===== config.mk =====
export PLATFORM = sky130hd
export DESIGN_NAME = seq_input_conditioner
export DESIGN_NICKNAME = d
export VERILOG_FILES = /design/src/rtl/seq_pkg.sv /design/src/rtl/bit_sync.sv /design/src/rtl/seq_input_conditioner.sv
export SDC_FILE = /design/constraint.sdc
export NUM_CORES = 1
export LEC_CHECK = 0
export CAP_MARGIN = 10
export CORE_MARGIN = 2
export CORE_UTILIZATION = 35
export DETAILED_ROUTE_END_ITERATION = 8
export PLACE_DENSITY = 0.53
export SYNTH_ARGS = -nofsm -noshare
export SYNTH_HDL_FRONTEND = slang
export SYNTH_SLANG_ARGS = --single-unit

===== constraint.sdc =====
create_clock -name clk -period 1.92 [get_ports clk]
set_input_delay 0.48 -clock clk [delete_from_list [all_inputs] [get_ports clk]]
set_output_delay 0.48 -clock clk [all_outputs]
set_load 0.01 [all_outputs]

===== src/rtl/seq_pkg.sv =====
// Shared types and default constants for the sequence-detector input stage.
// Latency: n/a (declarations only).
// Backpressure: n/a (declarations only).
package seq_pkg;

  // Debounce FSM states, 2-bit binary encoding
  typedef enum logic [1:0] {
    RELEASED    = 2'd0,
    PRESS_CHK   = 2'd1,
    PRESSED     = 2'd2,
    RELEASE_CHK = 2'd3
  } dbnc_state_t;

  localparam int SEQ_SYNC_STAGES     = 2;
  localparam int SEQ_DEBOUNCE_CYCLES = 500000;  // 10 ms at 50 MHz

endpackage


===== src/rtl/bit_sync.sv =====
// Multi-flop synchronizer bringing one asynchronous bit into the clk domain.
// Latency: STAGES cycles from input sample to output.
// Backpressure: none; free-running shift chain.
module bit_sync #(
  parameter int   STAGES  = 2,
  parameter logic RST_VAL = 1'b0
) (
  input  logic clk,
  input  logic rst,
  input  logic d,
  output logic q
);

  logic [STAGES-1:0] chain;

  // Shift the raw bit through the chain; reset loads the idle value everywhere
  always_ff @(posedge clk) begin
    if (rst) begin
      chain <= {STAGES{RST_VAL}};
    end else begin
      chain <= {chain[STAGES-2:0], d};
    end
  end

  assign q = chain[STAGES-1];

endmodule


===== src/rtl/seq_input_conditioner.sv =====
// Synchronizes and debounces the push-button, emits one step pulse per press with captured w.
// Latency: step observed SYNC_STAGES+DEBOUNCE_CYCLES edges after key_n is first sampled low.
// Backpressure: none; step is a fire-and-forget single-cycle strobe.
module seq_input_conditioner
  import seq_pkg::*;
#(
  parameter int SYNC_STAGES     = SEQ_SYNC_STAGES,
  parameter int DEBOUNCE_CYCLES = SEQ_DEBOUNCE_CYCLES
) (
  input  logic clk,
  input  logic rst,
  input  logic key_n,
  input  logic sw_w,
  output logic step,
  output logic w_out,
  output logic pressed
);

  localparam int            CW       = $clog2(DEBOUNCE_CYCLES + 1);
  localparam logic [CW-1:0] CNT_ONE  = CW'(1);
  // The sample that would bring the count to DEBOUNCE_CYCLES triggers the exit,
  // so the stored count never has to hold more than DEBOUNCE_CYCLES-1.
  localparam logic [CW-1:0] CNT_LAST = CW'(DEBOUNCE_CYCLES - 1);

  logic          key_s;
  logic          sw_s;
  dbnc_state_t   state_q;
  dbnc_state_t   state_d;
  logic [CW-1:0] cnt_q;
  logic [CW-1:0] cnt_d;
  logic          step_d;

  // Button idles released (high); switch idles low
  bit_sync #(.STAGES(SYNC_STAGES), .RST_VAL(1'b1)) u_key_sync (
    .clk (clk),
    .rst (rst),
    .d   (key_n),
    .q   (key_s)
  );

  bit_sync #(.STAGES(SYNC_STAGES), .RST_VAL(1'b0)) u_sw_sync (
    .clk (clk),
    .rst (rst),
    .d   (sw_w),
    .q   (sw_s)
  );

  // State and stability counter registers
  always_ff @(posedge clk) begin
    if (rst) begin
      state_q <= RELEASED;
      cnt_q   <= '0;
    end else begin
      state_q <= state_d;
      cnt_q   <= cnt_d;
    end
  end

  // Next-state: count consecutive samples at the new level, fall back on any glitch
  always_comb begin
    state_d = state_q;
    cnt_d   = cnt_q;
    case (state_q)
      RELEASED: begin
        if (!key_s) begin
          state_d = PRESS_CHK;
          cnt_d   = CNT_ONE;
        end
      end
      PRESS_CHK: begin
        if (key_s) begin
          state_d = RELEASED;
          cnt_d   = '0;
        end else if (cnt_q >= CNT_LAST) begin
          state_d = PRESSED;
          cnt_d   = '0;
        end else begin
          cnt_d = cnt_q + CNT_ONE;
        end
      end
      PRESSED: begin
        if (key_s) begin
          state_d = RELEASE_CHK;
          cnt_d   = CNT_ONE;
        end
      end
      RELEASE_CHK: begin
        if (!key_s) begin
          state_d = PRESSED;
          cnt_d   = '0;
        end else if (cnt_q >= CNT_LAST) begin
          state_d = RELEASED;
          cnt_d   = '0;
        end else begin
          cnt_d = cnt_q + CNT_ONE;
        end
      end
      default: begin
        state_d = RELEASED;
        cnt_d   = '0;
      end
    endcase
  end

  // Outputs: debounced level, and the press-confirmed event that arms step
  always_comb begin
    pressed = state_q inside {PRESSED, RELEASE_CHK};
    step_d  = (state_q == PRESS_CHK) && (state_d == PRESSED);
  end

  // Registered step strobe with the switch value captured on the same edge
  always_ff @(posedge clk) begin
    if (rst) begin
      step  <= 1'b0;
      w_out <= 1'b0;
    end else begin
      step <= step_d;
      if (step_d) begin
        w_out <= sw_s;
      end
    end
  end

endmodule

; Yosys cells after proc, flatten, opt, wreduce, memory -nomap -nowiden
; Index checks and enable logic that the tools add are counted.
[word_totals]
wordCells = 31
output_inout_bits = 3
reg_bits = 27
in_bits = 4
[op_classes]
n_mux = 13
addsub = 1
reduce_logical = 4
n_lt_le_gt_ge = 1
n_eq_ne = 6
[op_table]
columns = cell, count
row1 = 2-to-1 mux 19 bit, 5
row2 = case mux 19 bit (4 select lines), 1
row3 = "adder 19 x 1 -> 19 bit, second input constant", 1
row4 = "greater-or-equal comparator 19 bit, second input constant", 1
row5 = 2-to-1 mux 2 bit, 6
row6 = case mux 2 bit (4 select lines), 1
row7 = "== test 2 bit, second input constant", 3
row8 = "== test 2 x 1 -> 1 bit, second input constant", 1
row9 = zero test 2 bit, 1
row10 = "!= test 2 x 1 -> 1 bit, second input constant", 1
row11 = "!= test 2 bit, second input constant", 1
row12 = AND reduction 2 bit, 1
row13 = nonzero test 2 bit, 1
row14 = logical AND 1 bit, 1

; Depth between registers and ports, before layout
; Gate-level depths: netlist (run 1).
[logic_depth]
depth_word = 6
ltp_mapped = 9
ltp_nobuf = 7

; Modules after synthesis
; A second synthesis (run 1) with hierarchy kept.
[hier_totals]
hier_cells = 147
area_unflattened_um2 = 1262.5
[by_module_without_submodules]
columns = mod, instances, cells_per_inst, area_each_um2, seq_area_each_um2
row1 = seq_input_conditioner, 1, 139, 1157.4, 460.4
row2 = bit_sync, 2, 4, 52.6, 40.0

; Worst setup path after synthesis (run 1)
; OpenSTA, ideal clock, no wires.
[synth_timing]
path_type = reg-to-reg
from = register cnt_q[0]
to = register cnt_q[13]
period_less_slack_ps = 1840
required_time_ps = 1800
stages_incl_launch_ff = 9
t_arrival_ps = 1720
n_path_buf = 1
setup_ps = 120
path_slack_ps = 80
cell_sequence = dfxtp_1 ha_1 nand4_1 o211ai_1 a21oi_2 o2111a_1 buf_6 and3_1 a211o_1
[synth_between]
elab_chain_cells = 4
word_cells_on_any_way = 6
classes_between = add/sub (1) / order compare (1) / mux (4)
[synth_lines]
columns = item, line_no
row1 = from (decl), seq_input_conditioner.sv:29  ; logic [CW-1:0] cnt_q;
row2 = from (signal assigned), seq_input_conditioner.sv:55  ; cnt_q <= cnt_d;
row3 = adder 19 x 1 -> 19 bit or greater-or-equal comparator 19 bit (tied branches), n/a
row4 = 2-to-1 mux 19 bit (*), "seq_input_conditioner.sv:74, seq_input_conditioner.sv:91"
row5 = "2-to-1 mux 19 bit, on equally long branches", "seq_input_conditioner.sv:88, seq_input_conditioner.sv:71"
row6 = case mux 19 bit (4 select lines) (*), seq_input_conditioner.sv:63  ; case (state_q)
; Mark *: on every way between the ends. The rest lies on a longest branch, timed or not.
; A chain may end at the register's enable or synchronous reset.

; Final worst setup path (run 1)
[layout_timing]
from = register cnt_q[1]
to = register cnt_q[14]
; Same word-level chain as after synthesis.

==> results of run 1 <==
## flip-flops by register name (all words and copies together) (netlist names)
signal and cells:
cnt_q 19, state_q 2, u_key_sync.chain 2, u_sw_sync.chain 2
step 1, w_out 1
## cells in the final DEF (no fill, tap or decap), types with 2 or more instances in the layout
master and count:
a21o_1 3, a21oi_1 9, a221o_1 2, a2bb2oi_1 2
and3_1 4, buf_4 28, clkbuf_8 3, clkdlybuf4s50_1 6
dfxtp_1 25, dfxtp_2 2, inv_1 4, mux2i_1 2
nand2_1 17, nand3_1 14, nand3_2 2, nand4_1 2
nor2_1 7, nor2b_1 2, nor3_1 7, nor3_2 2
o211a_1 2, o211ai_1 2, o21ai_0 3, o21ai_1 2
o311ai_1 3, or2_2 2, or3_1 2
## metal layers
layer	share of wire (%)	track usage, %	vias up
met3	2.6	2.04	6
met1	47	18.8	554
li1	-	-	619
met4	2.0	6.63	0
met5	0	0	-
met2	48	24.5	16
## repair_timing
| action | 4_1_cts | 5_1_grt |
|---|---|---|
| gates resized for setup | 2 | 7 |
| pin swaps | 1 | 7 |
| setup buffers | 1 | 0 |
| setup endpoints to repair | 11 | 8 |
## kinds of logic (layout without fill, tap and decap cells)
family	count (synthesis)	in the layout	share of synthesized area (%)
compound gates	38	38	20.8
xor+xnor	3	3	3.34
fa+ha+maj	1	1	0.928
buf+inv	11	43	5.76
flops	27	27	40.1
mux	2	2	1.49
simple gates	67	67	27.6
## through the flow
stage / TNS (ns) / hold slack [ns]
3_3_place_gp: -0.529 / 0.398
5_1_grt: -0.0293 / 0.451
4_1_cts: 0 / 0.436
3_5_place_dp: -0.571 / 0.396
2_1_floorplan: 0 / 0.389
6_report: 0 / 0.433
## area by class of cell
class / instances / area share [%]
multi-input cells: 111 / 44.7
flip-flops and latches: 27 / 31.8
inverters: 4 / 0.878
clock buffers: 4 / 2.64
repair buffers: 35 / 16.5
well taps: 48 / 3.51
## worst paths after layout
check	start	endpoint	slack (ns)	cells past startpoint
min	u_key_sync.chain[0]	u_key_sync.chain[1]	0.43	1
max reg2reg	cnt_q[1]	cnt_q[14]	0.07	8
max	cnt_q[1]	cnt_q[14]	0.07	8
min reg2reg	u_key_sync.chain[0]	u_key_sync.chain[1]	0.43	1
## where the power goes
group	switching [uW]	internal, uW	leakage [uW]
sequential	5.31	565	0.000219
combinational	23.5	25.4	0.000448
clock	170	148	0.0000228
total	198	739	0.000691
## worst max-delay path: stages, from the launching register on
cell	delay [ns]
dfxtp_2	0.37
ha_4	0.15
nand4_1	0.11
buf_4	0.16
or3b_4	0.44
nor2_8	0.13
nand3_2	0.08
or3_1	0.30
nand3_1	0.07
==> impl_metrics.tcl, run 1 <==
set metrics [dict create \
    status "finished, final reports clean" \
    ys.flop_type "dfxtp_1" \
    yosys.area.top_type "dfxtp_1" \
    coreArea_um2 3690 \
    slew_headroom_pct 76.6 \
    p_leak_uw 0.000691 \
    place.gp.congestion 0.768 \
    cts_sinks 27 \
    fin_crit_ns 1.85 \
    powerDensity_nw_per_um2 549 \
    synth.top_cells.by_area "dfxtp_1 (40%), nand3_1 (5.2%), nand2_1 (4.7%), a21oi_1 (3.3%), nor3_1 (2.6%)" \
    final_cells 229 \
    fmax_ghz 0.542 \
    synth_cells 149 \
    fin_crit_sh_pct 96.1 \
    hpwl_um 2060 \
    yosysTopAreaCellShare_pct 40.1 \
    overflow 0 \
    maxCapViolations 0 \
    first_pass_iters 4 \
    syn2layout_area_growth_pct 26.8 \
    synth_edf_count 0 \
    die-width_um 66.1 \
    cts_tree "yes" \
    dp.cells 224 \
    vias_per_cell 5.22 \
    total_power_uw 938 \
    yosysWarnings 0 \
    required_ns 2.14 \
    setup_viol 0 \
    finClkSkew_ns 0.00263 \
    ir_drop_v 0.000240 \
    cp_data_arrival_time_ns 2.06 \
    portBuffers 6 \
    critPathKind "flip-flop to flip-flop" \
    grt_pass1_wl_um 5010 \
    clk_pin_slew_worst_paths_ns 0.09 \
    num-nets-final 187 \
    placed_area_um2 1620 \
    tightest_slew_ns 0.350 \
    async_reset_ff_share_pct 0 \
    fin_ws_ns 0.0743 \
    ys_seq_area_share_pct 40.1 \
    drt_iter0_markers 47 \
    fillers 367 \
    seq_area_um2 543 \
    final_cell_area_um2 1710 \
    hold_buffers 0 \
    crit_fanout 4 \
    drc 0 \
    initial_core_util_pct 36.5 \
    grt_usage_pct 14.7 \
    syn-num-nets 154 \
    hold_viol 0 \
    clk_latency_ns 0.27 \
    clockBufferDepth 2 \
    die_y_um 66.1 \
    grt_max_degree 17 \
    multiInputGateArea_um2 764 \
    rsz0062_at_grt "true" \
    cts_root_buf "clkbuf_8" \
    route.vias.total 1195 \
    final_max_slew_viol_count 0 \
    synthTopCellsByCount "dfxtp_1 (27), nand2_1 (17), nand3_1 (14)" \
    antenna_found_initial 0 \
    cts_buffers 3 \
    htree_num_levels 1 \
    hp-class "flip-flop to flip-flop" \
    synth-seq-cells 27 \
    routedWlPerCell_um 12.4 \
    wirelength_um 2840 \
    io_pins 7 \
    syn_area_um2 1350 \
    num_rows 22 \
    dp_slack_ns -0.0865 \
    grt_pass1_vias 1180 \
    drive_gt1_share_pct 27.1 \
    dieArea_um2 4360 \
    synth.most_common_cell "dfxtp_1" \
    diodes 0 \
    startpoint_type "flip-flop" \
    end_kind "flip-flop" \
    fin_util_pct 46.3 \
    detail-route-antenna-nets 0 \
    ys_types 46 \
    avgSynthCellArea_um2 9.04 \
]
(Power assumes the default switching activity.)
==> inputs of run 2 (changes only) <==
SKIP_LAST_GASP = 1   (was default)
==> run 2 against run 1 <==
Against the previous run: clock-buffer cell count did not move; combinational power barely moved; cell area did not move; critical path depth did not move; worst hold slack did not move; critical endpoint unchanged; flip-flop and latch count did not move; die area did not move; non-clock buffer count did not move.
==> impl_metrics.tcl, run 2 (synthesized netlist as in run 1, its figures left out) <==
set metrics [dict create \
    cts_buffers 3 \
    hold_buffers 0 \
    num_rows 22 \
    cp_data_arrival_time_ns 2.06 \
    first_pass_iters 4 \
    cts_sinks 27 \
    final_common_cell "buf_4" \
    vias_per_cell 5.22 \
    regMostFlops "cnt_q" \
    required_ns 2.14 \
    route.vias.total 1195 \
    wirelength_um 2840 \
    dieArea_um2 4360 \
    syn2layout_area_growth_pct 26.8 \
    hold_viol 0 \
    reg2regPathDepth 8 \
    slew_headroom_pct 76.6 \
    fin_tns_setup_ns 0 \
    grt_max_degree 17 \
    routedWlPerCell_um 12.4 \
    num-nets-final 187 \
    p_leak_uw 0.000691 \
    die_y_um 66.1 \
    final_max_slew_viol_count 0 \
    die-width_um 66.1 \
    diodes 0 \
    maxCapViolations 0 \
    hp-class "flip-flop to flip-flop" \
    layout_common_cells "buf_4 (28), dfxtp_1 (25), nand2_1 (17)" \
    cts_tree "yes" \
    grt_pass1_vias 1180 \
    total_power_uw 938 \
    fin_crit_sh_pct 96.1 \
    r2r-start "cnt_q[1]" \
    portBuffers 6 \
    antenna_found_initial 0 \
    finClkSkew_ns 0.00263 \
    overflow 0 \
    grt_usage_pct 14.7 \
    powerDensity_nw_per_um2 549 \
    hpwl_um 2060 \
    ir_drop_v 0.000240 \
    crit_fanout 4 \
    coreArea_um2 3690 \
    worst_r2r_endpoint "cnt_q[14]" \
    place.gp.congestion 0.768 \
    clockBufferDepth 2 \
    initial_core_util_pct 36.5 \
    critPathKind "flip-flop to flip-flop" \
    clk_latency_ns 0.27 \
    holdPathEnd "u_key_sync.chain[1]" \
    startpoint_type "flip-flop" \
    fmax_ghz 0.542 \
    detail-route-antenna-nets 0 \
    drc 0 \
    io_pins 7 \
    status "finished, final reports clean" \
    holdCritStartpoint "u_key_sync.chain[0]" \
    grt_pass1_wl_um 5010 \
    holdPathStages 1 \
    fin_ws_ns 0.0743 \
    end_kind "flip-flop" \
    drt_iter0_markers 61 \
    fin_crit_ns 1.85 \
    clk_pin_slew_worst_paths_ns 0.09 \
    drive_gt1_share_pct 27.1 \
    rsz0062_at_grt "true" \
    cts_root_buf "clkbuf_8" \
    largest_reg_flops 19 \
    tightest_slew_ns 0.350 \
    htree_num_levels 1 \
    rrSetupSlack_ns 0.07 \
    setup_viol 0 \
    dp_slack_ns -0.0865 \
]
## run 2: routing by layer
layer / up-vias / global-route usage [%] / part of all wire, %
met4: 0 / 6.63 / 2.0
met2: 16 / 24.5 / 48
li1: 619 / - / -
met5: - / 0 / 0
met3: 6 / 2.04 / 2.6
met1: 554 / 18.8 / 47
## run 2: metrics by stage
| step | hold slack, ns | cells | cell area (um^2) | utilization [%] |
|---|---|---|---|---|
| floorplan | 0.389 | 149 | 1350 | - |
| global placement | 0.398 | 224 | 1620 | 43.8 |
| detailed placement | 0.396 | 224 | 1620 | 43.8 |
| CTS | 0.436 | 229 | 1680 | 45.4 |
| global route | 0.451 | 229 | 1710 | 46.3 |
| finish | 0.433 | 229 | 1710 | 46.3 |
## run 2: worst max path at each step
| stage | slack, ns | startpoint | endpoint |
|---|---|---|---|
| final | 0.07 | cnt_q[1] | cnt_q[14] |
| after global routing | -0.03 | cnt_q[1] | cnt_q[14] |
| after CTS | 0.02 | cnt_q[0] | cnt_q[14] |
| after detailed placement | -0.09 | rst | cnt_q[9] |
| after global placement | -0.08 | cnt_q[0] | cnt_q[6] |
| after floorplan | 0.08 | cnt_q[0] | cnt_q[13] |
## run 2: critical path: stages (launching register included)
cell and delay (ns):
dfxtp_2 0.37, ha_4 0.15, nand4_1 0.11, buf_4 0.16, or3b_4 0.44, nor2_8 0.13, nand3_2 0.08, or3_1 0.30
nand3_1 0.07
## run 2: repair_timing
| item | CTS | global route |
|---|---|---|
| resized for setup | 2 | 7 |
| pin swaps | 1 | 7 |
| buffers inserted | 1 | 0 |
| endpoints found under the setup margin | 11 | 8 |
## run 2: cell type report
cell class | instances | area [um^2]
fill | 367 | 1980
sequential | 27 | 543
tap | 48 | 60.1
timing repair buffer | 35 | 282
inverter | 4 | 15.0
clock buffer | 4 | 45.0
multi-input combinational | 111 | 764
## run 2: power by group
group,switching [uW],internal [uW]
Sequential,5.31,565
Clock,170,148
Combinational,23.5,25.4
Total,198,739
==> inputs of run 3 (changes only) <==
CELL_PAD_IN_SITES_DETAIL_PLACEMENT = 0   (was default)
CELL_PAD_IN_SITES_GLOBAL_PLACEMENT = 1   (was default)
PLACE_DENSITY = 0.65   (was 0.53)
==> run 3 against run 2 <==
Against the previous run: cell area shrank 5.9%; critical path depth decreased by 1; largest power group unchanged; fmax fell by 1.3%; highest routed layer unchanged; first-iteration DRC count grew 25%; final cell count down 4.8%; global-route usage up 0.24 points; sequential power barely moved; critical path type unchanged; die area unchanged.
==> impl_metrics.tcl, run 3 (synthesized netlist as in run 1, its figures left out) <==
set metrics [dict create \
    die-width_um 66.1 \
    grt_pass1_wl_um 5040 \
    grt_pass1_vias 1116 \
    p_leak_uw 0.000652 \
    rsz0062_at_grt "true" \
    power_switching_uw 199 \
    cts_buffers 3 \
    powerDensity_nw_per_um2 582 \
    critPathKind "flip-flop to flip-flop" \
    holdPathStages 1 \
    grt_max_degree 15 \
    first_pass_iters 4 \
    reg2regPathDepth 7 \
    cp_data_arrival_time_ns 2.09 \
    r2r-start "cnt_q[0]" \
    hold_viol 0 \
    end_kind "flip-flop" \
    final_cell_area_um2 1610 \
    status "finished, final reports clean" \
    p_comb_share_pct 5.0 \
    rrSetupSlack_ns 0.05 \
    initial_core_util_pct 36.5 \
    startpoint_type "flip-flop" \
    fmax_ghz 0.535 \
    clockBufferDepth 2 \
    coreArea_um2 3690 \
    cts_sinks 27 \
    die_y_um 66.1 \
    seqPwrFrac_pct 60.8 \
    fin_crit_ns 1.87 \
    htree_num_levels 1 \
    placed_area_um2 1540 \
    required_ns 2.14 \
    clk_latency_ns 0.27 \
    place.gp.congestion 0.746 \
    drive_gt1_share_pct 22.9 \
    route.vias.total 1168 \
    vias_per_cell 5.36 \
    num-nets-final 176 \
    holdPathEnd "u_key_sync.chain[1]" \
    final_common_cell "dfxtp_1" \
    num_rows 22 \
    setup_viol 0 \
    intPower_uw 737 \
    drt_iter0_markers 76 \
    layout_common_cells "dfxtp_1 (22), nand2_1 (17), buf_4 (17)" \
    final_max_slew_viol_count 0 \
    io_pins 7 \
    clk_pin_slew_worst_paths_ns 0.09 \
    slew_headroom_pct 76.8 \
    drc 0 \
    detail-route-antenna-nets 0 \
    dieArea_um2 4360 \
    finClkSkew_ns 0.00451 \
    overflow 0 \
    maxCapViolations 0 \
    fin_ws_ns 0.0495 \
    antenna_found_initial 0 \
    hold_buffers 0 \
    portBuffers 6 \
    syn2layout_area_growth_pct 19.4 \
    hpwl_um 2130 \
    ir_drop_v 0.000292 \
    cts_tree "yes" \
    worst_r2r_endpoint "cnt_q[15]" \
    fin_crit_sh_pct 97.4 \
    hp-class "flip-flop to flip-flop" \
    dp_slack_ns -0.00108 \
    routedWlPerCell_um 13.4 \
    holdCritStartpoint "u_key_sync.chain[0]" \
    clock_power_share_pct 34.2 \
    grt_usage_pct 14.9 \
    diodes 0 \
    regMostFlops "cnt_q" \
    fin_util_pct 43.6 \
    wirelength_um 2930 \
    total_power_uw 937 \
    p_sw_share_pct 21.3 \
    fin_tns_setup_ns 0 \
    cts_root_buf "clkbuf_8" \
    largest_reg_flops 19 \
    crit_fanout 4 \
    tightest_slew_ns 0.346 \
]
## run 3: area by class of cell
class	instances	area [um^2]
well taps	48	60.1
repair buffers	24	199
inverters	4	15.0
fillers	392	2080
flip-flops and latches	27	547
clock buffers	4	45.0
multi-input cells	111	743
## run 3: repair_timing
item,4_1_cts,5_1_grt
setup endpoints to repair,0,16
buffers inserted,0,0
resized for setup,0,9
## run 3: worst max path at each step
| stage | startpoint | to | depth (start not counted) |
|---|---|---|---|
| global placement | rst | cnt_q[3] | 6 |
| global route | cnt_q[0] | cnt_q[15] | 7 |
| finish | cnt_q[0] | cnt_q[15] | 7 |
| detailed placement | rst | cnt_q[15] | 5 |
| CTS | cnt_q[0] | cnt_q[15] | 7 |
| floorplan | cnt_q[0] | cnt_q[13] | 8 |
## run 3: metal layers
layer	vias to the layer above	track usage, %	share of wire, %
met5	-	0	0
met4	0	6.12	0.99
met3	4	2.56	2.8
met2	19	26.0	50
met1	548	18.1	46
li1	597	-	-
## run 3: power groups by stage
stage	clock network [uW]	registers [uW]	logic [uW]
6_report	321	570	46.6
5_1_grt	364	571	51.3
4_1_cts	343	569	46.3
3_3_place_gp	0	582	46.1
3_5_place_dp	0	583	46.1
2_1_floorplan	0	581	29.5
## run 3: stage by stage
step           hold WS [ns]  cells
6_report              0.420    218
5_1_grt               0.458    218
4_1_cts               0.427    218
3_5_place_dp          0.404    214
3_3_place_gp          0.391    214
2_1_floorplan         0.389    149
## run 3: worst max-delay path, cell delays in order (launching register included)
cell,delay (ns)
dfxtp_2,0.33
ha_1,0.20
nand4_1,0.12
o211ai_1,0.12
a21oi_2,0.23
o2111ai_2,0.21
or4_1,0.51
nand3_1,0.09
